## config.mk

```make
export PLATFORM = sky130hd
export DESIGN_NAME = rom_access_arbiter
export DESIGN_NICKNAME = d
export VERILOG_FILES = /design/src/rtl/rom_pkg.sv /design/src/rtl/rr_arb2.sv /design/src/rtl/rom_access_arbiter.sv
export SDC_FILE = /design/constraint.sdc
export NUM_CORES = 1
export LEC_CHECK = 0
export ABC_AREA = 1
export CORE_ASPECT_RATIO = 2
export CORE_MARGIN = 4
export CORE_UTILIZATION = 48
export DETAILED_ROUTE_END_ITERATION = 7
export GPL_ROUTABILITY_DRIVEN = 0
export GPL_TIMING_DRIVEN = 1
export PLACE_DENSITY = 0.8
export SYNTH_ARGS = -nofsm -noshare
export SYNTH_HDL_FRONTEND = slang
export SYNTH_SLANG_ARGS = --single-unit
```

## constraint.sdc

```tcl
create_clock -name clk -period 2.2 [get_ports clk]
set_input_delay 0.44 -clock clk [delete_from_list [all_inputs] [get_ports clk]]
set_output_delay 0.44 -clock clk [all_outputs]
set_load 0.005 [all_outputs]
```

## src/rtl/rom_pkg.sv

```systemverilog
// Shared ROM geometry and arbiter state encoding.
package rom_pkg;

   localparam int ROM_AW = 7;
   localparam int ROM_DW = 16;
   localparam int CNT_W  = 8;

   typedef enum logic [1:0] {
      ST_IDLE  = 2'd0,
      ST_ISSUE = 2'd1,
      ST_WAIT  = 2'd2,
      ST_DONE  = 2'd3
   } arb_state_t;

endpackage

```

## src/rtl/rr_arb2.sv

```systemverilog
// Two-way round-robin picker: a lone request wins, a tie goes to the side
// that was not served last. Purely combinational.
module rr_arb2 (
   input  logic [1:0] req,
   input  logic       last_grant,
   output logic [1:0] gnt
);

   // One-hot winner selection
   always_comb begin
      gnt = 2'b00;
      case (req)
         2'b01:   gnt = 2'b01;
         2'b10:   gnt = 2'b10;
         2'b11:   gnt = last_grant ? 2'b01 : 2'b10;
         default: gnt = 2'b00;
      endcase
   end

endmodule

```

## src/rtl/rom_access_arbiter.sv

```systemverilog
// Shares the single ROM read port between the ECC engine (requester 0) and
// the protocol unit (requester 1). A granted burst is broken into single-word
// reads; each returned word is forwarded to the owner of the grant.
// Every output is a register; the comb block computes their next values.
module rom_access_arbiter
   import rom_pkg::*;
#(
   parameter int TIMEOUT = 16,
   parameter int TO_W    = 5
) (
   input  logic                clk,
   input  logic                rst_n,
   input  logic [1:0]          i_req,
   input  logic [ROM_AW-1:0]   i_addr0,
   input  logic [CNT_W-1:0]    i_wordcnt0,
   input  logic [ROM_AW-1:0]   i_addr1,
   input  logic [CNT_W-1:0]    i_wordcnt1,
   output logic [1:0]          o_gnt,
   output logic [1:0]          o_rvalid,
   output logic [ROM_DW-1:0]   o_rdata,
   output logic [1:0]          o_done,
   output logic                o_err,
   output logic                o_rd_rom,
   output logic [ROM_AW-1:0]   o_addr_rom,
   output logic [CNT_W-1:0]    o_wordcnt_rom,
   input  logic [ROM_DW-1:0]   i_data_rom_16bits,
   input  logic                i_fifo_full_rom
);

   arb_state_t          state_q, state_d;
   logic [ROM_AW-1:0]   cur_addr_q, cur_addr_d;
   logic [CNT_W-1:0]    rem_q, rem_d;
   logic [TO_W-1:0]     wd_q, wd_d;
   logic                gidx_q, gidx_d;
   logic                last_grant_q, last_grant_d;
   logic                aborted_q, aborted_d;

   logic [1:0]          gnt_d, rvalid_d, done_d;
   logic [ROM_DW-1:0]   rdata_d;
   logic                err_d, rd_d;
   logic [ROM_AW-1:0]   addr_rom_d;
   logic [CNT_W-1:0]    wordcnt_rom_d;

   logic [1:0]          win;
   logic [ROM_AW-1:0]   win_addr;
   logic [CNT_W-1:0]    win_cnt;
   logic [ROM_AW-1:0]   next_addr;

   rr_arb2 u_arb (
      .req        (i_req),
      .last_grant (last_grant_q),
      .gnt        (win)
   );

   assign win_addr  = win[1] ? i_addr1    : i_addr0;
   assign win_cnt   = win[1] ? i_wordcnt1 : i_wordcnt0;
   // 7-bit address wraps naturally from 127 to 0
   assign next_addr = cur_addr_q + 1'b1;

   // Next-state and next-output computation
   always_comb begin
      state_d       = state_q;
      cur_addr_d    = cur_addr_q;
      rem_d         = rem_q;
      wd_d          = wd_q;
      gidx_d        = gidx_q;
      last_grant_d  = last_grant_q;
      aborted_d     = aborted_q;
      gnt_d         = o_gnt;
      rvalid_d      = 2'b00;
      done_d        = 2'b00;
      err_d         = 1'b0;
      rdata_d       = o_rdata;
      rd_d          = o_rd_rom;
      addr_rom_d    = o_addr_rom;
      wordcnt_rom_d = o_wordcnt_rom;

      case (state_q)
         ST_IDLE: begin
            if (win != 2'b00) begin
               gidx_d     = win[1];
               gnt_d      = win;
               cur_addr_d = win_addr;
               rem_d      = win_cnt;
               aborted_d  = 1'b0;
               if (win_cnt == '0) begin
                  // Empty burst: report completion without touching the ROM
                  state_d = ST_DONE;
               end else begin
                  state_d       = ST_ISSUE;
                  rd_d          = 1'b1;
                  addr_rom_d    = win_addr;
                  wordcnt_rom_d = win_cnt;
               end
            end
         end

         ST_ISSUE: begin
            wd_d    = '0;
            state_d = ST_WAIT;
         end

         ST_WAIT: begin
            if (i_fifo_full_rom) begin
               rdata_d    = i_data_rom_16bits;
               rvalid_d   = o_gnt;
               cur_addr_d = next_addr;
               rem_d      = rem_q - 1'b1;
               if (rem_q == CNT_W'(1)) begin
                  state_d       = ST_DONE;
                  rd_d          = 1'b0;
                  wordcnt_rom_d = '0;
               end else begin
                  // New address each word so the ROM side starts a fresh round
                  state_d       = ST_ISSUE;
                  rd_d          = 1'b1;
                  addr_rom_d    = next_addr;
                  wordcnt_rom_d = rem_q - 1'b1;
               end
            end else if (wd_q == TO_W'(TIMEOUT - 1)) begin
               aborted_d     = 1'b1;
               state_d       = ST_DONE;
               rd_d          = 1'b0;
               wordcnt_rom_d = '0;
            end else begin
               wd_d = wd_q + 1'b1;
            end
         end

         ST_DONE: begin
            done_d       = o_gnt;
            err_d        = aborted_q;
            last_grant_d = gidx_q;
            gnt_d        = 2'b00;
            state_d      = ST_IDLE;
         end

         default: state_d = ST_IDLE;
      endcase
   end

   // State and registered outputs; reset abandons any burst in flight
   always_ff @(posedge clk or negedge rst_n) begin
      if (!rst_n) begin
         state_q       <= ST_IDLE;
         cur_addr_q    <= '0;
         rem_q         <= '0;
         wd_q          <= '0;
         gidx_q        <= 1'b0;
         last_grant_q  <= 1'b1;
         aborted_q     <= 1'b0;
         o_gnt         <= 2'b00;
         o_rvalid      <= 2'b00;
         o_rdata       <= '0;
         o_done        <= 2'b00;
         o_err         <= 1'b0;
         o_rd_rom      <= 1'b0;
         o_addr_rom    <= '0;
         o_wordcnt_rom <= '0;
      end else begin
         state_q       <= state_d;
         cur_addr_q    <= cur_addr_d;
         rem_q         <= rem_d;
         wd_q          <= wd_d;
         gidx_q        <= gidx_d;
         last_grant_q  <= last_grant_d;
         aborted_q     <= aborted_d;
         o_gnt         <= gnt_d;
         o_rvalid      <= rvalid_d;
         o_rdata       <= rdata_d;
         o_done        <= done_d;
         o_err         <= err_d;
         o_rd_rom      <= rd_d;
         o_addr_rom    <= addr_rom_d;
         o_wordcnt_rom <= wordcnt_rom_d;
      end
   end

endmodule

```

; ---- Word level (Yosys, flattened, before mapping)
; Index checks and enable logic that the tools add are counted.
[totals]
ff_bits = 64
input_bits = 51
out_inout_bits = 39
word_cells = 95
[classes]
addsub = 3
n_eq_ne = 16
muxes = 46
n_reduce_logical = 15
[ops]
columns = operator, n
row1 = $mux W8, 8
row2 = $mux W7, 7
row3 = $pmux W8 S2, 2
row4 = $pmux W7 S2, 2
row5 = $mux W2, 10
row6 = $ne A2 B2 Y1 const B, 7
row7 = $mux W5, 2
row8 = $pmux W5 S2, 1
row9 = $mux W1, 9
row10 = $eq A2 B2 Y1 const B, 4
row11 = $eq A8 B1 Y1 const B, 1
row12 = $logic_not A8 Y1, 1
row13 = $pmux W2 S4, 1
row14 = $reduce_and A2 Y1, 4
row15 = $reduce_and A4 Y1, 2
row16 = $reduce_bool A2 Y1, 4
row17 = $sub A8 B1 Y8 const B, 1
row18 = $add A7 B1 Y7 const B, 1
row19 = $pmux W2 S3, 1
row20 = $reduce_and A3 Y1, 2
row21 = $add A5 B1 Y5 const B, 1
row22 = $eq A5 B4 Y1 const B, 1
row23 = $reduce_and A5 Y1, 1
row24 = $eq A2 B1 Y1 const B, 2
row25 = 4 further kinds, 5

; ---- Longest topological paths before layout
; Gate-level depths: netlist of the first run.
[depth]
ltp_word = 7
depth_mapped = 11
ltp_nobuf = 10

; ---- By module
; A second synthesis of the first run with hierarchy kept.
[unflattened]
cells_unflattened = 409
hier_area_um2 = 3239.4
[modules_own_cells]
columns = mod, n_inst, cells_per_inst, area_per_inst_um2, seq_area_each_um2
row1 = rom_access_arbiter, 1, 404, 3218.1, 1602.8
row2 = rr_arb2, 1, 5, 21.3, 0.0

; ---- Least setup slack after synthesis of the first run
; Ideal clock, no wire load.
[synth_path]
path_kind = register to register
startpoint = register wd_q[0]
endpoint = register wd_q[2]
setup_time_ps = 119
arrival_ps = 1578
required_ps = 2081
path_slack_ps = 503
path_stages_with_launch = 11
path_buffers = 0
synth_period_minus_slack_ps = 1697
cell_sequence = dfrtp_1 ha_1 nand2_1 nor2_1 ha_1 nor2_1 nand2_1 o21ai_0 inv_1 a21oi_1 nor2_1
[synth_between]
elab_chain_len = 4
elab_cells_between_ends = 7
cone_classes = add/sub: 1 / eq/ne: 2 / mux: 3 / reduce/logical: 1
[synth_rtl]
columns = item, line
row1 = "start, declared", rom_access_arbiter.sv:33  ; logic [TO_W-1:0] wd_q, wd_d;
row2 = "start signal, assigned", rom_access_arbiter.sv:164  ; wd_q <= wd_d;
row3 = $add A5 B1 Y5, rom_access_arbiter.sv:126  ; wd_d = wd_q + 1'b1;
row4 = $mux W5, rom_access_arbiter.sv:120  ; end else if (wd_q == TO_W'(TIMEOUT - 1)) begin
row5 = $mux W5, rom_access_arbiter.sv:104  ; if (i_fifo_full_rom) begin
row6 = $pmux W5 S2, rom_access_arbiter.sv:78  ; case (state_q)
; Parallel ways exist; a longest one is shown, timed or not. The select of a mux whose other input is x is not followed.
; A chain may end at the register's enable or synchronous reset.

; ---- Final worst setup path of the first run
; Ends and elaborated chain as after synthesis.

==> results of run 1 <==
[worst paths after layout]
path,depth (start not counted),endpoint,from
min in group clk,2,o_wordcnt_rom[0]$_DFFE_PN0P_,o_wordcnt_rom[0]$_DFFE_PN0P_
hold reg to reg,2,o_wordcnt_rom[0]$_DFFE_PN0P_,o_wordcnt_rom[0]$_DFFE_PN0P_
setup / recovery,10,wd_q[2]$_DFFE_PN0P_,wd_q[0]$_DFFE_PN0P_
hold / removal,1,rem_q[2]$_DFFE_PN0P_,rst_n
max in group asynchronous,2,cur_addr_q[4]$_DFFE_PN0P_,rst_n
setup reg to reg,10,wd_q[2]$_DFFE_PN0P_,wd_q[0]$_DFFE_PN0P_
[cell type report]
class | count | share of cell area [%]
clock buffer | 10 | 5.31
timing repair buffer | 102 | 22.1
sequential | 64 | 35.6
inverter | 32 | 2.67
clock inverter | 6 | 1.50
multi-input combinational | 262 | 30.3
tap | 86 | 2.39
[Yosys cell counts, types with 2 or more instances]
library cell  count  area share [%]
nor2_2            3            0.59
nand2_2           4            0.79
o22ai_1           4            0.79
nand3b_1          3            0.71
nand3_1          39             6.2
nand2_1         108              13
a21oi_1           5            0.79
nor2_1           27             3.2
ha_1              5             2.0
o21ai_0          32             5.1
nand4_1           2            0.40
xnor2_1           2            0.55
mux2_2           17             6.1
inv_1            29             3.4
buf_2             7             1.1
inv_2             3            0.36
xor2_1            3            0.83
a31oi_1           2            0.40
buf_6             2            0.71
dfrtp_1          63              50
[report_power, final]
group          total (W)  switching [W]  leakage (nW)  internal [W]
clock            0.00143       0.000524         0.145      0.000910
combinational    0.00291        0.00148          1.19       0.00143
sequential       0.00209       0.000355         0.790       0.00173
total            0.00643        0.00236          2.13       0.00407
[cell families (layout without fill, tap and decap cells)]
kind of cell / count (synthesis) / count (layout) / synth area share (%)
adder cells (fa/ha/maj): 5 / 5 / 1.98
flip-flops: 64 / 64 / 50.7
AO/OA/AOI/OAI: 45 / 45 / 7.56
buffers and inverters: 44 / 150 / 6.14
multiplexers: 17 / 17 / 6.06
XOR/XNOR: 5 / 5 / 1.39
AND/OR/NAND/NOR: 190 / 190 / 26.2
[routing by layer]
| metal | vias to the layer above | share of wire [%] | track usage [%] |
|---|---|---|---|
| met5 | - | 0 | 0 |
| met4 | 0 | 4.6 | 13.6 |
| met3 | 30 | 5.6 | 5.40 |
| met2 | 104 | 56 | 42.0 |
| met1 | 1385 | 34 | 23.6 |
| li1 | 1411 | - | - |
[flip-flops by register name, indices dropped and copies added (netlist names)]
| signal | cells |
|---|---|
| aborted_q | 1 |
| cur_addr_q | 7 |
| gidx_q | 1 |
| last_grant_q | 1 |
| o_addr_rom | 7 |
| o_done | 2 |
| o_err | 1 |
| o_gnt | 2 |
| o_rd_rom | 1 |
| o_rdata | 16 |
| o_rvalid | 2 |
| o_wordcnt_rom | 8 |
| rem_q | 8 |
| state_q | 2 |
| wd_q | 5 |
[repair_timing]
item,in CTS,in global routing
endpoints found under the setup margin,0,2
gates resized for setup,0,1
buffers inserted,0,0
[per-stage QoR]
stage	cell area [um^2]	hold slack, ns	worst slack, ns
after floorplan	3160	0.144	0.503
after global placement	4190	0.409	0.0301
after detailed placement	4190	0.417	-0.0403
after CTS	4500	0.0626	0.152
after global routing	4500	0.0847	0.00680
final	4500	0.0635	0.226
[cell usage in the layout (no fill, tap or decap), drive strengths merged]
cell type,netlist,routed
nand3,40,40
o2111ai,1,1
clkinv,0,2
mux2,17,17
xnor2,2,2
o22ai,4,4
nand4,2,2
bufinv,0,1
o21ai,32,32
ha,5,5
xor2,3,3
dfrtp,63,63
nand2,113,113
dfstp,1,1
a21oi,5,5
nor2,31,31
clkinvlp,0,2
inv,32,33
or2,1,1
a31oi,2,2
a21boi,1,1
buf,10,14
clkdlybuf4s50,0,88
clkbuf,2,10
nand3b,3,3
==> summary.md, run 1 <==
| Metric | Value |
|---|---|
| Worst Tran Pin Value | `0.476 ns` |
| Largest net degree at the start of global routing | `48` |
| CP Class | `flop to flop` |
| CP max-delay cell | `dfrtp_1` |
| Register Area | `1600 um^2` |
| Synth Flop Type | `dfrtp_1` |
| Detailed placement HPWL | `6610 um` |
| DRC Markers | `0` |
| Vias in the first global route | `3039` |
| #FFs+latches synth | `64` |
| WL final | `8520 um` |
| Max-slew violations | `0` |
| Mean post-synth cell area | `8.54 um^2` |
| Max Fclk | `507 MHz` |
| Headroom to the max-slew limit | `68.2%` |
| TritonCTS Sinks | `64` |
| Dpl cells | `546` |
| Startpoint Class | `flop` |
| Max VDD drop | `884 uV` |
| HP Class | `input pin to asynchronous set/reset pin` |
| Routed Antenna Nets | `0` |
| Die X | `65.4 um` |
| Fillers | `539` |
| Die ar. | `8030 um^2` |
| CP max FO | `5` |
| Cell count after synthesis | `370` |
| Clk slew on worst S/H paths | `0.05 ns` |
| WP data required | `2.42 ns` |
| Number of antenna diodes | `0` |
| CP Data Arrival Time | `2.19 ns` |
| Period minus WS final | `1.97 ns` |
| Hold_buf cts | `0` |
| Synth unique cells | `30` |
| Root Driver | `clkbuf_16` |
| Post-synthesis sequential area ratio | `50.7%` |
| Most used cell, CP | `nor2_1` |
| Total Power | `0.00643 W` |
| IO buf count | `89` |
| # rows | `41` |
| Post-route core utilization | `70.7%` |
| H-Tree Depth | `3` |
| Num CTS Buffers | `9` |
| FF-to-FF setup slack | `0.23 ns` |
| Number of synthesized flops with an enable pin | `0` |
| Max incr delay on CP | `0.41 ns` |
| Initial antenna violation count | `0` |
| Period utilization | `89.7%` |
| Final #Nets | `527` |
| Area occupied by multi-input gates | `1360 um^2` |
| Worst Setup End Kind | `flop` |
| Setup TNS | `0 ns` |
| CP Cell Sequence | `ha_1 > nand2_1 > nor2_1 > ha_1 > nor2_1 > nand2_1 > o21ai_1 > inv_1 > a21oi_1 > nor2_1` |
| GR Overflow Total | `0` |
| First-pass GRT wire length | `14000 um` |
| Clock Tree Buf Depth | `2` |
| Routed WL per cell | `15.2 um` |
| Max-cap viol count | `0` |
| Final setup fails | `0` |
| Drt via density | `5.21` |
| Syn Nets | `426` |
| Buf+Inv Stages, Crit Path | `1` |
| CTS tree | `done` |
| Final Non-Filler Cells | `562` |
| 1st-iter DRT viols | `151` |
| P&R area growth vs syn | `42.3%` |
| Synth Cell Area | `3160 um^2` |
| Worst Clk Skew | `0.00773 ns` |
| Total GRT Usage | `23.2%` |
| CP top delay family | `simple AND/OR/NAND/NOR gates` |
| Layout cell share with drive strength beyond 1 | `12.8%` |
| Vias | `2930` |
| Leakage power | `2.13 nW` |
| Starting Density | `49.7%` |
| Core box area | `6360 um^2` |
| Power per cell area | `1430 nW/um^2` |
| Drt pass-1 iters | `4` |
| RSZ-0062 raised after global routing | `false` |
| Die height | `123 um` |
| Final Hold Fails | `0` |
| Synth Warn # | `0` |
| Clk Latency, worst-skew pair | `0.33 ns` |
| IO Pins | `90` |
| Status | `finished, final reports clean` |
| Async SR Flop Fraction | `100%` |
(Power assumes the default switching activity.)
==> run 2, diff against run 1 <==
- clock period: 2.2 -> 1.9 ns (I/O delays scaled with it)
==> run 2 against run 1 <==
Against the previous run:
- sequential cell count unchanged
- wire length increased by 8.1%
- core utilization increased by 2.7 points
- sequential share of layout area decreased by 1.3 points
- combinational power increased by 23%
- worst setup slack got worse by 0.11 ns
- cell area increased by 3.8%
- sequential power increased by 16%
- clock power increased by 8%
- via count increased by 3.7%
- register-to-register slack got worse by 0.096 ns
- critical endpoint is now o_wordcnt_rom[7]$_DFFE_PN0P_
==> summary.md, run 2 (synthesized netlist as in run 1, its figures left out) <==
| Metric | Value |
|---|---|
| # rows | `41 (unchanged)` |
| CP Class | `input pin to flop` |
| Largest net degree at the start of global routing | `47 (-2.1%)` |
| Routed Antenna Nets | `0 (unchanged)` |
| Most common cell after layout, fill and taps aside | `nand2_1` |
| Final setup fails | `0 (unchanged)` |
| Commonest non-fill, non-tap cells in the layout | `nand2_1 (108), clkdlybuf4s50_1 (87), dfrtp_1 (63)` |
| Routed WL per cell | `15.9 um (+5.0%)` |
| RSZ-0062 raised after global routing | `true` |
| Number of antenna diodes | `0 (unchanged)` |
| WL final | `9220 um (+8.1%)` |
| Vias in the first global route | `3097 (+1.9%)` |
| Headroom to the max-slew limit | `69.4% (+1.1 points)` |
| FF-to-FF End | `o_wordcnt_rom[7]$_DFFE_PN0P_` |
| Final Hold Fails | `0 (unchanged)` |
| Biggest register | `o_rdata` |
| CP Cell Sequence | `clkdlybuf4s50_1 > nand2_2 > nand2_4 > inv_2 > nand2_1 > nand2_1 > nor2_4 > nand3_2 > nand3_1 > nand2_1` |
| First-pass GRT wire length | `14200 um (+1.4%)` |
| CP max-delay cell | `clkdlybuf4s50_1` |
| Power per cell area | `1610 nW/um^2 (+13%)` |
| Min-Delay Endpoint | `o_addr_rom[6]$_DFFE_PN0P_` |
| CTS tree | `done` |
| Die height | `123 um (unchanged)` |
| Total GRT Usage | `23.8% (+0.55 points)` |
| Core box area | `6360 um^2 (unchanged)` |
| Drt via density | `5.25 (+0.64%)` |
| Worst min-delay path startpoint | `o_addr_rom[6]$_DFFE_PN0P_` |
| Detailed placement HPWL | `6950 um (+5.1%)` |
| Max incr delay on CP | `0.50 ns (+0.09 ns)` |
| Max Fclk | `560 MHz` |
| Clock Tree Buf Depth | `2 (unchanged)` |
| Vias | `3038 (+3.7%)` |
| IO Pins | `90 (unchanged)` |
| Max-cap viol count | `0 (unchanged)` |
| Root Driver | `clkbuf_16` |
| 1st-iter DRT viols | `127 (-16%)` |
| H-Tree Depth | `3 (unchanged)` |
| CP max FO | `10 (+5)` |
| Final setup margin | `0.113 ns (-0.113 ns)` |
| P&R area growth vs syn | `47.7%` |
| GR Overflow Total | `0 (unchanged)` |
| Most used cell, CP | `nand2_1` |
| TritonCTS Sinks | `64 (unchanged)` |
| R2r startpoint | `last_grant_q$_DFFE_PN1P_` |
| Largest registers | `o_rdata x16, o_wordcnt_rom x8, rem_q x8` |
| Hold Path Stages | `2` |
| Worst Setup End Kind | `flop` |
| Setup TNS | `0 ns (unchanged)` |
| HP Class | `flop to flop` |
| Drt pass-1 iters | `4 (unchanged)` |
| CP Data Arrival Time | `2.01 ns (-0.18 ns)` |
| Clk Latency, worst-skew pair | `0.33 ns (about the same)` |
| Leakage power | `2.21 nW (+4.0%)` |
| WHS | `0.474 ns (+0.410 ns)` |
| IO buf count | `89 (unchanged)` |
| Initial antenna violation count | `0 (unchanged)` |
| Die ar. | `8030 um^2 (unchanged)` |
| CP top delay family | `simple AND/OR/NAND/NOR gates` |
| Layout cell share with drive strength beyond 1 | `16.2% (+3.4 points)` |
| Worst Clk Skew | `0.00714 ns (-0.000587 ns)` |
| Buf+Inv Stages, Crit Path | `2 (+1)` |
| Period utilization | `94.0%` |
| Post-CTS setup buffer count | `0 (unchanged)` |
| Pre-CTS worst setup slack | `-0.282 ns (-0.242 ns)` |
| Clk slew on worst S/H paths | `0.06 ns (about the same)` |
| Max-slew violations | `0 (unchanged)` |
| Period minus WS final | `1.79 ns` |
| Starting Density | `49.7% (unchanged)` |
| DRC Markers | `0 (unchanged)` |
| Final #Nets | `544 (+3.2%)` |
| Startpoint Class | `input pin` |
| FF-to-FF setup slack | `0.13 ns (-0.10 ns)` |
| Worst Tran Pin Value | `0.459 ns (-0.0169 ns)` |
| Number of flip-flops in the largest register | `16 (unchanged)` |
| Die X | `65.4 um (unchanged)` |
| Max VDD drop | `850 uV (-3.9%)` |
| R2R depth | `9 (-1)` |
| Num CTS Buffers | `9 (unchanged)` |
| Status | `finished, final reports clean` |
| WP data required | `2.12 ns (-0.30 ns)` |
==> run 2: how the worst max path moves through the flow <==
stage | from | endpoint | slack, ns | depth (start not counted)
after CTS | wd_q[0]$_DFFE_PN0P_ | wd_q[2]$_DFFE_PN0P_ | 0.05 | 10
final | i_req[0] | o_wordcnt_rom[7]$_DFFE_PN0P_ | 0.11 | 10
after global placement | i_req[1] | o_wordcnt_rom[3]$_DFFE_PN0P_ | -0.21 | 9
after detailed placement | i_req[1] | o_wordcnt_rom[7]$_DFFE_PN0P_ | -0.28 | 9
after floorplan | wd_q[0]$_DFFE_PN0P_ | wd_q[2]$_DFFE_PN0P_ | 0.20 | 10
after global routing | wd_q[0]$_DFFE_PN0P_ | o_wordcnt_rom[5]$_DFFE_PN0P_ | -0.02 | 9
==> run 2: what timing repair did <==
action	CTS	global route
gates resized for setup	0	10
hold buffers	1	0
endpoints found under the hold margin	17	0
endpoints found under the setup margin	0	22
==> run 2: worst register-to-register path, stage by stage, from the launching register on <==
cell and delay [ns]:
dfstp_2 0.54, nand2_2 0.10, nand2_4 0.14, inv_2 0.08, nand2_1 0.06, nand2_1 0.10, nor2_4 0.21, nand3_2 0.22
nand3_1 0.15, nand2_1 0.06
==> run 2: final cells by class <==
type / instances / area [um^2]
Clock buffer: 10 / 239
Clock inverter: 6 / 43.8
Fill cell: 514 / 1690
Inverter: 32 / 120
Multi-Input combinational cell: 264 / 1420
Sequential cell: 64 / 1600
Tap cell: 86 / 108
Timing Repair Buffer: 117 / 1140
==> run 2: stage by stage <==
step | power, W | util, % | area [um^2] | cells
CTS | 0.00750 | 72.5 | 4610 | 577
global route | 0.00804 | 73.4 | 4670 | 579
detailed placement | 0.00593 | 67.9 | 4320 | 560
floorplan | 0.00418 | - | 3160 | 370
global placement | 0.00579 | 67.9 | 4320 | 560
finish | 0.00752 | 73.4 | 4670 | 579
==> run 2: where the power goes <==
part           leakage [nW]  switching [W]  internal, W
clock                 0.139       0.000614     0.000921
sequential            0.790       0.000414      0.00201
combinational          1.28        0.00179      0.00177
total                  2.21        0.00282      0.00470
==> run 2: metal layers <==
metal	track usage (%)	part of all wire, %	up-vias
li1	-	-	1447
met2	47.3	60	115
met5	0	0	-
met3	5.04	4.7	18
met1	21.9	32	1458
met4	10.8	3.0	0
==> RTL change 1 (settings of run 2) <==
The output `o_err` loses its register stage (`o_err` becomes a continuous assignment).
--- a/src/rtl/rom_access_arbiter.sv
+++ b/src/rtl/rom_access_arbiter.sv
@@ -153,7 +153,6 @@
          o_rvalid      <= 2'b00;
          o_rdata       <= '0;
          o_done        <= 2'b00;
-         o_err         <= 1'b0;
          o_rd_rom      <= 1'b0;
          o_addr_rom    <= '0;
          o_wordcnt_rom <= '0;
@@ -169,12 +168,13 @@
          o_rvalid      <= rvalid_d;
          o_rdata       <= rdata_d;
          o_done        <= done_d;
-         o_err         <= err_d;
          o_rd_rom      <= rd_d;
          o_addr_rom    <= addr_rom_d;
          o_wordcnt_rom <= wordcnt_rom_d;
       end
    end
 
+   assign o_err = err_d;
+
 endmodule
 
Check against the original RTL: same outputs for any inputs over 10 cycles, from zero or initial values and one cycle with rst_n low; that may be too few to reach the edited logic, so the function may still have changed.
==> RTL change 1 against run 2 <==
- sequential cell count fell by 1
- routed wire length fell by 1.5%
- first-iteration DRC count is 43% higher
- combinational power rose by 2%
- final area decreased by 0.43%
- total power decreased by 0.59%
- setup slack got worse by 0.028 ns
- synthesized area fell by 0.79%
- core utilization is 0.28 points higher
- critical path type is now reg -> reg
- critical endpoint is now o_wordcnt_rom[4]$_DFFE_PN0P_
- largest cell class unchanged
- highest routed layer unchanged
==> RTL change 1: results <==
{
  "synth_compound_area_frac": 0.0762,
  "dpl_cell_area_sq_um": 4290,
  "reg2regPathDepth": 7,
  "wl_met3_microns": 511,
  "status": "finished, final reports clean",
  "yosysSeqAreaShare": 0.503,
  "muxShareOfSynthArea": 0.0611,
  "tightest_slew_ns": 0.580,
  "cp_max_fo": 18,
  "crit_slowest_cell": "o21ai_0",
  "grt_max_degree": 27,
  "cp_top_family": "compound AO/OA/AOI/OAI gates",
  "cellPowerDensity_nw_per_um2": 1610,
  "min_to": "o_wordcnt_rom[2]$_DFFE_PN0P_",
  "r2r-end": "o_wordcnt_rom[4]$_DFFE_PN0P_",
  "syn-num-nets": 425,
  "ir_drop_v": 0.000845,
  "layout-drive-gt1-share": 0.173,
  "nets": 548,
  "finClkSkew_ns": 0.00735,
  "dpl.hpwl_microns": 6640,
  "place_ws_ns": -0.288,
  "synthAdderAreaFrac": 0.0200,
  "hp-start": "o_wordcnt_rom[2]$_DFFE_PN0P_",
  "cp.arrival_ns": 2.08,
  "regToRegStartpoint": "state_q[0]$_DFFE_PN0P_",
  "met1_length_microns": 2920,
  "synth_area_leaders": "dfrtp_1 49%, nand2_1 13%, nand3_1 6.2%",
  "viasPerCell": 5.25,
  "r2r_setup_slack_ns": 0.08,
  "fillCellCount": 469,
  "p_leak_nw": 2.21,
  "fin_hold_ws_ns": 0.480,
  "grt_use_total": 0.238,
  "firstDrtPassIters": 6,
  "met2WireLength_microns": 5120
}
## RTL change 1: cell types whose count changed in the layout (fill, tap and decap cells not counted), sizes merged
cell    change
buf         +5
clkinv      -1
clkbuf      +1
dfrtp       -1
inv         -1
## RTL change 1: timing repair
| action | CTS | global route |
|---|---|---|
| pin swaps | 0 | 2 |
| setup endpoints to repair | 1 | 21 |
| hold buffers | 1 | 0 |
| hold endpoints to repair | 14 | 0 |
| gates cloned | 0 | 2 |
| buffers inserted | 2 | 0 |
| resized for setup | 2 | 12 |
## RTL change 1: cell type report
cell class | count | area share
Multi-Input combinational cell | 264 | 0.306
Sequential cell | 63 | 0.340
Timing Repair Buffer | 122 | 0.248
Tap cell | 86 | 0.0231
Clock buffer | 11 | 0.0522
Inverter | 32 | 0.0258
Clock inverter | 4 | 0.00484
## RTL change 1: worst max path at each step
| stage | cells past startpoint | end | startpoint | slack (ns) |
|---|---|---|---|---|
| after CTS | 9 | o_addr_rom[5]$_DFFE_PN0P_ | i_req[1] | 0.01 |
| final | 7 | o_wordcnt_rom[4]$_DFFE_PN0P_ | state_q[0]$_DFFE_PN0P_ | 0.08 |
| after global placement | 9 | o_wordcnt_rom[3]$_DFFE_PN0P_ | i_req[1] | -0.20 |
| after detailed placement | 9 | o_wordcnt_rom[1]$_DFFE_PN0P_ | i_req[1] | -0.29 |
| after floorplan | 10 | wd_q[2]$_DFFE_PN0P_ | wd_q[0]$_DFFE_PN0P_ | 0.20 |
| after global routing | 10 | o_addr_rom[5]$_DFFE_PN0P_ | last_grant_q$_DFFE_PN1P_ | 0.003 |
## RTL change 1: where the power goes
| part | switching (mW) | internal (mW) | leakage [nW] |
|---|---|---|---|
| registers | 0.378 | 1.98 | 0.776 |
| clock network | 0.564 | 0.902 | 0.131 |
| logic | 1.84 | 1.81 | 1.30 |
## RTL change 1: metal layers
| metal | up-vias | track usage |
|---|---|---|
| met2 | 129 | 0.442 |
| li1 | 1449 | - |
| met5 | - | 0 |
| met4 | 0 | 0.135 |
| met1 | 1440 | 0.230 |
| met3 | 37 | 0.0623 |
## RTL change 1: through the flow
step | instances | power (mW)
global placement | 562 | 5.73
CTS | 580 | 7.42
finish | 582 | 7.48
global route | 582 | 8.03
detailed placement | 562 | 5.86
floorplan | 369 | 4.15
## RTL change 1: tightest hold or removal path, cell delays in order (launching register included)
cell and delay [ns]:
dfrtp_1 0.35, nand2_1 0.06, nand2_1 0.04
## RTL change 1: kinds of logic (layout without fill, tap and decap cells)
| family | Yosys count | count (layout) |
|---|---|---|
| fa+ha+maj | 5 | 5 |
| compound gates | 45 | 45 |
| flops | 63 | 63 |
| buf+inv | 44 | 169 |
| xor+xnor | 5 | 5 |
| mux | 17 | 17 |
| simple gates | 190 | 192 |
==> RTL change 2 (config.mk and constraints of run 2) <==
Made on the original files. `ROM_DW`: 16 -> 32.
--- a/src/rtl/rom_pkg.sv
+++ b/src/rtl/rom_pkg.sv
@@ -2,7 +2,7 @@
 package rom_pkg;
 
    localparam int ROM_AW = 7;
-   localparam int ROM_DW = 16;
+   localparam int ROM_DW = 32;
    localparam int CNT_W  = 8;
 
    typedef enum logic [1:0] {
Ports: changed (resized i_data_rom_16bits and o_rdata); port bits go from 90 to 122. No check against the original RTL was run, so the function may have changed too.
==> RTL change 2 against run 2 <==
- the flow now finishes with violations (hold timing)
- clock skew is essentially flat
- setup slack lost 0.0028 ns
- synthesized cell count grew 30%
- sequential cell count grew 16
- synthesized area grew 21%
- routed wire length grew 15%
- combinational power grew 13%
- final area grew 21%
- total power grew 15%
- critical path type unchanged
==> RTL change 2: results <==
{
  "status": "complete, but fails checks",
  "violations": "hold timing",
  "layout-drive-gt1-share": 0.112,
  "dpl.hpwl_microns": 7860,
  "hp-class": "in -> async",
  "ir_drop_v": 0.000981,
  "dp_cells": 710,
  "finClkSkew_ns": 0.00760,
  "p_leak_nw": 2.79,
  "grt_pass1_vias": 3842,
  "p_seq_frac": 0.342,
  "fin_hold_ws_ns": -0.00176,
  "synth-xor-area-share": 0.00915,
  "wirelength_microns": 10600,
  "syn-num-nets": 553,
  "reg2regPathDepth": 10,
  "synth_area_leaders": "dfrtp_1 52%, nand2_1 20%, nand3_1 5.2%",
  "stdcell_count": 730,
  "grt_pass1_wl_microns": 17100,
  "nets": 703,
  "finalHoldViolations": 2,
  "antenna_found_initial": 0,
  "place_ws_ns": -0.244,
  "viasPerCell": 5.23,
  "yosysSeqAreaShare": 0.523,
  "cellPowerDensity_nw_per_um2": 1540,
  "r2r-end": "o_addr_rom[0]$_DFFE_PN0P_",
  "slew_headroom": 0.689,
  "ys_types": 33,
  "grt_use_total": 0.225,
  "clk_latency_ns": 0.34,
  "synth_compound_area_frac": 0.0565,
  "top_regs": "o_rdata: 32 flops, o_wordcnt_rom: 8 flops, rem_q: 8 flops",
  "grt_max_degree": 35,
  "drt-initial-drc-count": 342,
  "syn_area_per_cell_sq_um": 7.96,
  "portBuffers": 121,
  "powerClk_mw": 1.66,
  "muxShareOfSynthArea": 0.00556,
  "firstDrtPassIters": 7,
  "dpl_cell_area_sq_um": 5300,
  "synthTopCellsByCount": "208 x nand2_1, 79 x dfrtp_1, 40 x nand3_1",
  "synthAdderAreaFrac": 0.0163
}
RTL change 2: cell count changes in the layout (fill, tap and decap cells not counted), sizes merged, moves of 2 or more:
cell and change:
nor3 +2, o22ai -2, buf +7, dfrtp +16, a21oi -2, inv +3, clkdlybuf4s50 +32, clkbuf +2
mux2 -16, nand2 +102
RTL change 2: per-layer routing:
layer,vias to the layer above,track usage,part of all wire
li1,1821,-,-
met1,1816,0.226,0.34
met2,146,0.418,0.57
met3,34,0.0443,0.049
met4,0,0.124,0.044
met5,-,0,0
RTL change 2: worst max-delay path: cells and delay by family:
family | cells | cell delay, ns
and+or+nand+nor | 8 | 0.87
buffers and inverters | 3 | 0.76
RTL change 2: how the worst max path moves through the flow:
stage,start,endpoint,slack [ns],cells past startpoint
2_1_floorplan,last_grant_q$_DFFE_PN1P_,o_wordcnt_rom[1]$_DFFE_PN0P_,0.28,11
3_3_place_gp,i_req[1],o_addr_rom[4]$_DFFE_PN0P_,-0.18,9
3_5_place_dp,i_req[1],o_addr_rom[4]$_DFFE_PN0P_,-0.24,9
4_1_cts,i_req[1],o_addr_rom[4]$_DFFE_PN0P_,0.11,9
5_1_grt,i_req[0],o_addr_rom[4]$_DFFE_PN0P_,-0.003,11
6_report,i_req[0],o_addr_rom[0]$_DFFE_PN0P_,0.11,11
RTL change 2: timing repair:
item | in CTS | in global routing
endpoints found under the setup margin | 0 | 17
gates resized for setup | 0 | 7
buffers inserted | 0 | 3
RTL change 2: cell type report:
type / instances / area, sq um / share of cell area
sequential: 80 / 2000 / 0.355
clock buffer: 12 / 236 / 0.0419
multi-input combinational: 349 / 1620 / 0.287
timing repair buffer: 155 / 1480 / 0.262
inverter: 36 / 135 / 0.0240
tap: 94 / 118 / 0.0209
clock inverter: 4 / 48.8 / 0.00866
